File: src/rtl/timer_bank.sv
// N-channel timer bank: one shared prescaler, per-channel periodic/one-shot counters with one-cycle alarms.
// Optional interrupt status/clear logic is built when TIMER_BANK_IRQ_EN is defined.
module timer_bank #(
    parameter int CH    = 2,
    parameter int W     = 16,
    parameter int PRE_W = 8
) (
    input  logic              clk,
    input  logic              rst,
    input  logic              run,
    input  logic [PRE_W-1:0]  prescale,
    input  logic [CH-1:0]     en,
    input  logic [CH-1:0]     oneshot,
    input  logic [CH*W-1:0]   cnt_val,
    output logic [CH-1:0]     alarm,
    output logic [CH-1:0]     done
`ifdef TIMER_BANK_IRQ_EN
    ,
    input  logic [CH-1:0]     irq_clr,
    output logic [CH-1:0]     irq_stat,
    output logic              irq
`endif
);

    logic [PRE_W-1:0] pre_cnt_r;
    logic             tick_s;
    logic [W-1:0]     count_r   [CH];
    logic [W-1:0]     count_nxt_s [CH];
    logic [CH-1:0]    alarm_r;
    logic [CH-1:0]    alarm_nxt_s;
    logic [CH-1:0]    done_r;
    logic [CH-1:0]    done_nxt_s;

    // >= rather than == so a lowered prescale takes effect without a wrap
    assign tick_s = run && (pre_cnt_r >= prescale);

    // Shared prescaler counter
    always_ff @(posedge clk) begin
        if (rst) begin
            pre_cnt_r <= {PRE_W{1'b0}};
        end else if (!run || tick_s) begin
            pre_cnt_r <= {PRE_W{1'b0}};
        end else begin
            pre_cnt_r <= pre_cnt_r + 1'b1;
        end
    end

    // Per-channel next-state: disable clears, terminal wraps to 0 and raises alarm
    always_comb begin
        count_nxt_s = count_r;
        alarm_nxt_s = {CH{1'b0}};
        done_nxt_s  = done_r;
        for (int i = 0; i < CH; i++) begin
            if (!en[i]) begin
                count_nxt_s[i] = {W{1'b0}};
                done_nxt_s[i]  = 1'b0;
            end else if (tick_s && !done_r[i]) begin
                if (count_r[i] >= cnt_val[i*W +: W]) begin
                    count_nxt_s[i] = {W{1'b0}};
                    alarm_nxt_s[i] = 1'b1;
                    done_nxt_s[i]  = oneshot[i];
                end else begin
                    count_nxt_s[i] = count_r[i] + 1'b1;
                end
            end else begin
                count_nxt_s[i] = count_r[i];
            end
        end
    end

    // Channel state registers
    always_ff @(posedge clk) begin
        if (rst) begin
            for (int i = 0; i < CH; i++) begin
                count_r[i] <= {W{1'b0}};
            end
            alarm_r <= {CH{1'b0}};
            done_r  <= {CH{1'b0}};
        end else begin
            count_r <= count_nxt_s;
            alarm_r <= alarm_nxt_s;
            done_r  <= done_nxt_s;
        end
    end

    assign alarm = alarm_r;
    assign done  = done_r;

`ifdef TIMER_BANK_IRQ_EN
    logic [CH-1:0] irq_stat_r;
    logic [CH-1:0] irq_nxt_s;

    // Sticky status: a new alarm beats a simultaneous clear; channel disable leaves it alone
    always_comb begin
        irq_nxt_s = irq_stat_r;
        for (int i = 0; i < CH; i++) begin
            if (alarm_nxt_s[i]) begin
                irq_nxt_s[i] = 1'b1;
            end else if (irq_clr[i]) begin
                irq_nxt_s[i] = 1'b0;
            end else begin
                irq_nxt_s[i] = irq_stat_r[i];
            end
        end
    end

    // Interrupt status register
    always_ff @(posedge clk) begin
        if (rst) begin
            irq_stat_r <= {CH{1'b0}};
        end else begin
            irq_stat_r <= irq_nxt_s;
        end
    end

    assign irq_stat = irq_stat_r;
    assign irq      = |irq_stat_r;
`endif

endmodule

File: config.mk
export PLATFORM = sky130hd
export DESIGN_NAME = timer_bank
export DESIGN_NICKNAME = d
export VERILOG_FILES = /design/src/rtl/timer_bank.sv
export SDC_FILE = /design/constraint.sdc
export NUM_CORES = 1
export LEC_CHECK = 0
export CORE_ASPECT_RATIO = 1.2
export CORE_MARGIN = 10
export CORE_UTILIZATION = 40
export CTS_BUF_LIST = sky130_fd_sc_hd__clkbuf_16
export CTS_CLUSTER_DIAMETER = 200
export CTS_CLUSTER_SIZE = 25
export DETAILED_ROUTE_END_ITERATION = 8
export PLACE_DENSITY = 0.61
export SETUP_SLACK_MARGIN = 0.15
export SLEW_MARGIN = 40
export SYNTH_ARGS = -nofsm -noshare
export SYNTH_HDL_FRONTEND = slang
export SYNTH_SLANG_ARGS = --single-unit
File: constraint.sdc
create_clock -name clk -period 6.15 [get_ports clk]
set_input_delay 1.23 -clock clk [delete_from_list [all_inputs] [get_ports clk]]
set_output_delay 1.23 -clock clk [all_outputs]
set_load 0.01 [all_outputs]
======== After elaboration in Yosys (flattened, before gate mapping) ========
Cells that the tools add are included.
word-level totals
  register bits ........................... 44
  bits of input ports ..................... 47
  output and inout port bits .............. 4
  logic and storage cells ................. 35
cells by class
  $add $sub $neg .......................... 3
  $lt $le $gt $ge ......................... 3
  multiplexer cells ....................... 4
  bitwise logic cells ..................... 4
  reductions and logical operators ........ 14
operator list
  cell                     count
  $add A16 B1 Y16 const B  2
  $ge A16 B16 Y1           2
  $mux W16                 2
  $add A8 B1 Y8 const B    1
  $ge A8 B8 Y1             1
  $reduce_or A2 Y1         3
  $reduce_or A3 Y1         2
  $not A1 Y1               4
  $reduce_and A2 Y1        2
  $logic_and A1 B1 Y1      3
  $logic_not A1 Y1         3
  $mux W1                  2
  $logic_or A1 B1 Y1       1

======== Logic depth before layout (Yosys ltp) ========
  word-level depth ........................ 5
  depth in mapped cells ................... 9
  depth with buffers taken out ............ 8

======== Worst setup path before layout ========
No wires, ideal clock.
  path kind ............................... input to register
  start point ............................. input port prescale[0]
  end point ............................... register count_r[25] (netlist bit)
  setup time .............................. 0.115 ns
  data arrival time ....................... 2.933 ns
  data required time ...................... 6.035 ns
  path slack .............................. 3.102 ns
  cell stages on the path ................. 8
  buffers on the path ..................... 1
  cell sequence ........................... ha_1 -> nand2b_1 -> a2111o_1 -> a32oi_4 -> buf_2 -> nor4_1 -> xnor2_1 -> nor2_1
on the way
  longest elaborated chain between the ends .. 3
ends and longest elaborated chain
  item                            line  RTL
  start: declaration              11    input logic [PRE_W-1:0] prescale,
  $ge A8 B8 Y1                    35    assign tick_s = run && (pre_cnt_r >= prescale);
  $logic_and A1 B1 Y1             35
  $logic_and A1 B1 Y1             57    end else if (tick_s && !done_r[i]) begin
  end signal: indexed assignment  75    count_r[i] <= {W{1'b0}};
  end signal: assignment          80    count_r <= count_nxt_s;
  end: declaration                27    logic [W-1:0] count_r [CH];
Every way passes these cells.
A chain may end at the register's enable or synchronous reset.

======== Worst setup path after layout ========
  start point ............................. input port prescale[0]
  end point ............................... register count_r[17] (netlist bit)
Same word-level chain as after synthesis.

==> impl_metrics.json <==
{
  "worst_slack_ns": 2.64,
  "dieArea_um2": 11200,
  "clock_latency_ns": 0.28,
  "fmax_mhz": 285,
  "run_status": "finished, final reports clean",
  "syn2layout_area_growth_pct": 24.7,
  "cts_tree": "done",
  "track_usage_pct": 11.5,
  "holdBufCountCts": 0,
  "dp_hpwl_um": 5120,
  "fp.dieH_um": 114,
  "p_total_uw": 603,
  "syn_area_um2": 2930,
  "htreeDepth": 2,
  "dieWidth_um": 98.1,
  "synth_area_leaders": "dfxtp_1 30%, ha_1 18%, xnor2_1 7.2%, nor2_1 5.9%, inv_1 5.8%",
  "syn_avg_cell_area_um2": 8.32,
  "cts_setup_buffers": 0,
  "preCtsSetupSlack_ns": 2.33,
  "synthDistinctLibCells": 39,
  "critPathKind": "primary input to flip-flop",
  "drt-initial-drc-count": 79,
  "async_flop_share_pct": 0,
  "final-setup-viol-count": 0,
  "slew_viol_final": 0,
  "startpoint_type": "primary input",
  "yosys.area.top_type": "dfxtp_1",
  "drc_errors": 0,
  "first_global_vias": 2410,
  "clkTransAtPathRegs_ns": 0.06,
  "ir_drop_uv": 92.0,
  "initial_utilization_pct": 40.7,
  "cts_max_path_buffers": 2,
  "hold_viol_final": 0,
  "row_count": 34,
  "coreArea_um2": 7190,
  "vias": 2454,
  "path_max_fanout": 19,
  "fillers": 696,
  "tns_ns": 0,
  "cts-resized-gates": 0,
  "whs_ns": 0.478,
  "port_buffers": 50,
  "ant_nets": 0,
  "grt_first_pass_wirelength_um": 11000,
  "min_period_over_period_pct": 57.1,
  "drive_above_1_share_pct": 3.47,
  "wirelength_um": 6390,
  "arrival_ns": 3.73,
  "nets": 494,
  "gp_congestion": 0.759,
  "drv_cap": 0,
  "holdCritPathClass": "flip-flop to flip-flop",
  "cts_sinks": 44,
  "synth_top_area_share_pct": 30.1,
  "tightest_slew_ns": 0.715,
  "leakagePower_uw": 0.00158,
  "max-slew-margin-rel_pct": 51.7,
  "synth_flop_cell": "dfxtp_1",
  "synth_edf_count": 0,
  "overflow": 0,
  "first_pass_iters": 4,
  "netlist_instances": 352,
  "final.min_clock_period_ns": 3.51,
  "viasPerCell": 4.97,
  "ios": 51,
  "p_per_area_nw_per_um2": 165,
  "rsz0062_at_grt": "no",
  "cts_root_buf": "clkbuf_16",
  "ys_warn_count": 0,
  "end_kind": "flip-flop",
  "numCtsBuffers": 5,
  "synth_fp_nets": 442,
  "grt_max_degree": 20,
  "fin_worst_skew_ns": 0.00513,
  "cp.required_ns": 6.37,
  "diodes": 0,
  "seq_area_frac_synth_pct": 30.1,
  "instances_no_fill": 494,
  "wire_per_inst_um": 12.9,
  "synth_seq_cells": 44,
  "grt_antenna_before_repair": 0,
  "dp.cells": 487
}
==> synth_stat cells, types with 2 or more instances <==
| master | count |
|---|---|
| a2111o_1 | 3 |
| a211o_1 | 2 |
| a21o_1 | 7 |
| a21oi_1 | 9 |
| a221oi_1 | 2 |
| a31oi_1 | 4 |
| and2_1 | 2 |
| and3_1 | 3 |
| buf_2 | 2 |
| clkbuf_1 | 2 |
| dfxtp_1 | 44 |
| ha_1 | 43 |
| inv_1 | 45 |
| nand2_1 | 19 |
| nand2b_1 | 9 |
| nand3_1 | 15 |
| nand4_1 | 11 |
| nor2_1 | 46 |
| nor2_2 | 2 |
| nor2b_1 | 3 |
| nor3_1 | 8 |
| nor4_1 | 11 |
| o21a_1 | 2 |
| o21ai_0 | 7 |
| o41ai_1 | 2 |
| or2_2 | 2 |
| xnor2_1 | 24 |
| xor2_1 | 12 |
==> routing by layer <==
layer  track usage (%)  wire (µm)  vias up
li1                  -          -     1312
met1              14.5       3210     1098
met2              18.6       2880       38
met3              2.72        212        6
met4              4.08         83        0
met5                 0          0        -
==> cell usage in the layout, fill, tap and decap left out, types with 2 or more instances in the layout <==
| cell type | count |
|---|---|
| a221oi_1 | 2 |
| nand2_1 | 19 |
| clkbuf_16 | 5 |
| o21ai_0 | 7 |
| ha_1 | 43 |
| o21a_1 | 2 |
| a2111o_1 | 3 |
| clkdlybuf4s50_1 | 50 |
| nor2_2 | 2 |
| and3_1 | 3 |
| nor2b_1 | 3 |
| nor4_1 | 11 |
| a21o_1 | 7 |
| nand3_1 | 15 |
| o41ai_1 | 2 |
| dfxtp_1 | 44 |
| xnor2_1 | 24 |
| a211o_1 | 2 |
| nor2_1 | 46 |
| inv_1 | 45 |
| and2_1 | 2 |
| a21oi_1 | 9 |
| nand2b_1 | 9 |
| or2_2 | 2 |
| xor2_1 | 12 |
| nand4_1 | 11 |
| a31oi_1 | 4 |
| nor3_1 | 8 |
==> cells by family after synthesis <==
| logic type | after synthesis | synth area share [%] |
|---|---|---|
| AND/OR/NAND/NOR | 135 | 22.6 |
| adder cells (fa/ha/maj) | 43 | 18.4 |
| buffers and inverters | 50 | 6.75 |
| flip-flops | 44 | 30.1 |
| XOR/XNOR | 36 | 10.8 |
| AO/OA/AOI/OAI | 43 | 11.1 |
| multiplexers | 1 | 0.342 |
==> metrics by stage <==
step	area (µm²)	util [%]
floorplan	2930	-
global placement	3510	48.9
detailed placement	3510	48.9
CTS	3650	50.8
global route	3650	50.8
finish	3650	50.8
==> worst max-delay path, cell delays in order <==
cell	delay [ns]
clkdlybuf4s50_1	0.40
ha_1	0.28
nand2b_1	0.15
a2111o_1	0.48
a32oi_4	0.59
nor2_2	0.12
a21bo_2	0.33
a21oi_1	0.15
==> where the power goes <==
part           internal [µW]  switching [µW]
Sequential               286           0.778
Combinational           37.8            24.1
Clock                    147             107
Total                    471             132
==> cell type report <==
class | count | area, µm² | area share [%]
multi-input combinational | 258 | 1850 | 50.7
sequential | 44 | 881 | 24.1
timing repair buffer | 50 | 500 | 13.7
inverter | 45 | 169 | 4.63
clock buffer | 5 | 125 | 3.43
tap | 90 | 113 | 3.09
clock inverter | 2 | 12.5 | 0.343
==> worst paths after layout <==
path	start	end	slack, ns	depth (start not counted)
max	prescale[0]	count_r[17]$_SDFFE_PP0P_	2.64	8
min	pre_cnt_r[0]$_SDFF_PP0_	pre_cnt_r[0]$_SDFF_PP0_	0.48	1
max reg2reg	pre_cnt_r[0]$_SDFF_PP0_	count_r[17]$_SDFFE_PP0P_	3.56	8
min reg2reg	pre_cnt_r[0]$_SDFF_PP0_	pre_cnt_r[0]$_SDFF_PP0_	0.48	1
==> state kept, by name, indices dropped and copies added, names as in the netlist <==
register and flops:
done 2, pre_cnt_r 8, alarm 2, count_r 32
Power figures use the tool's default switching activity.
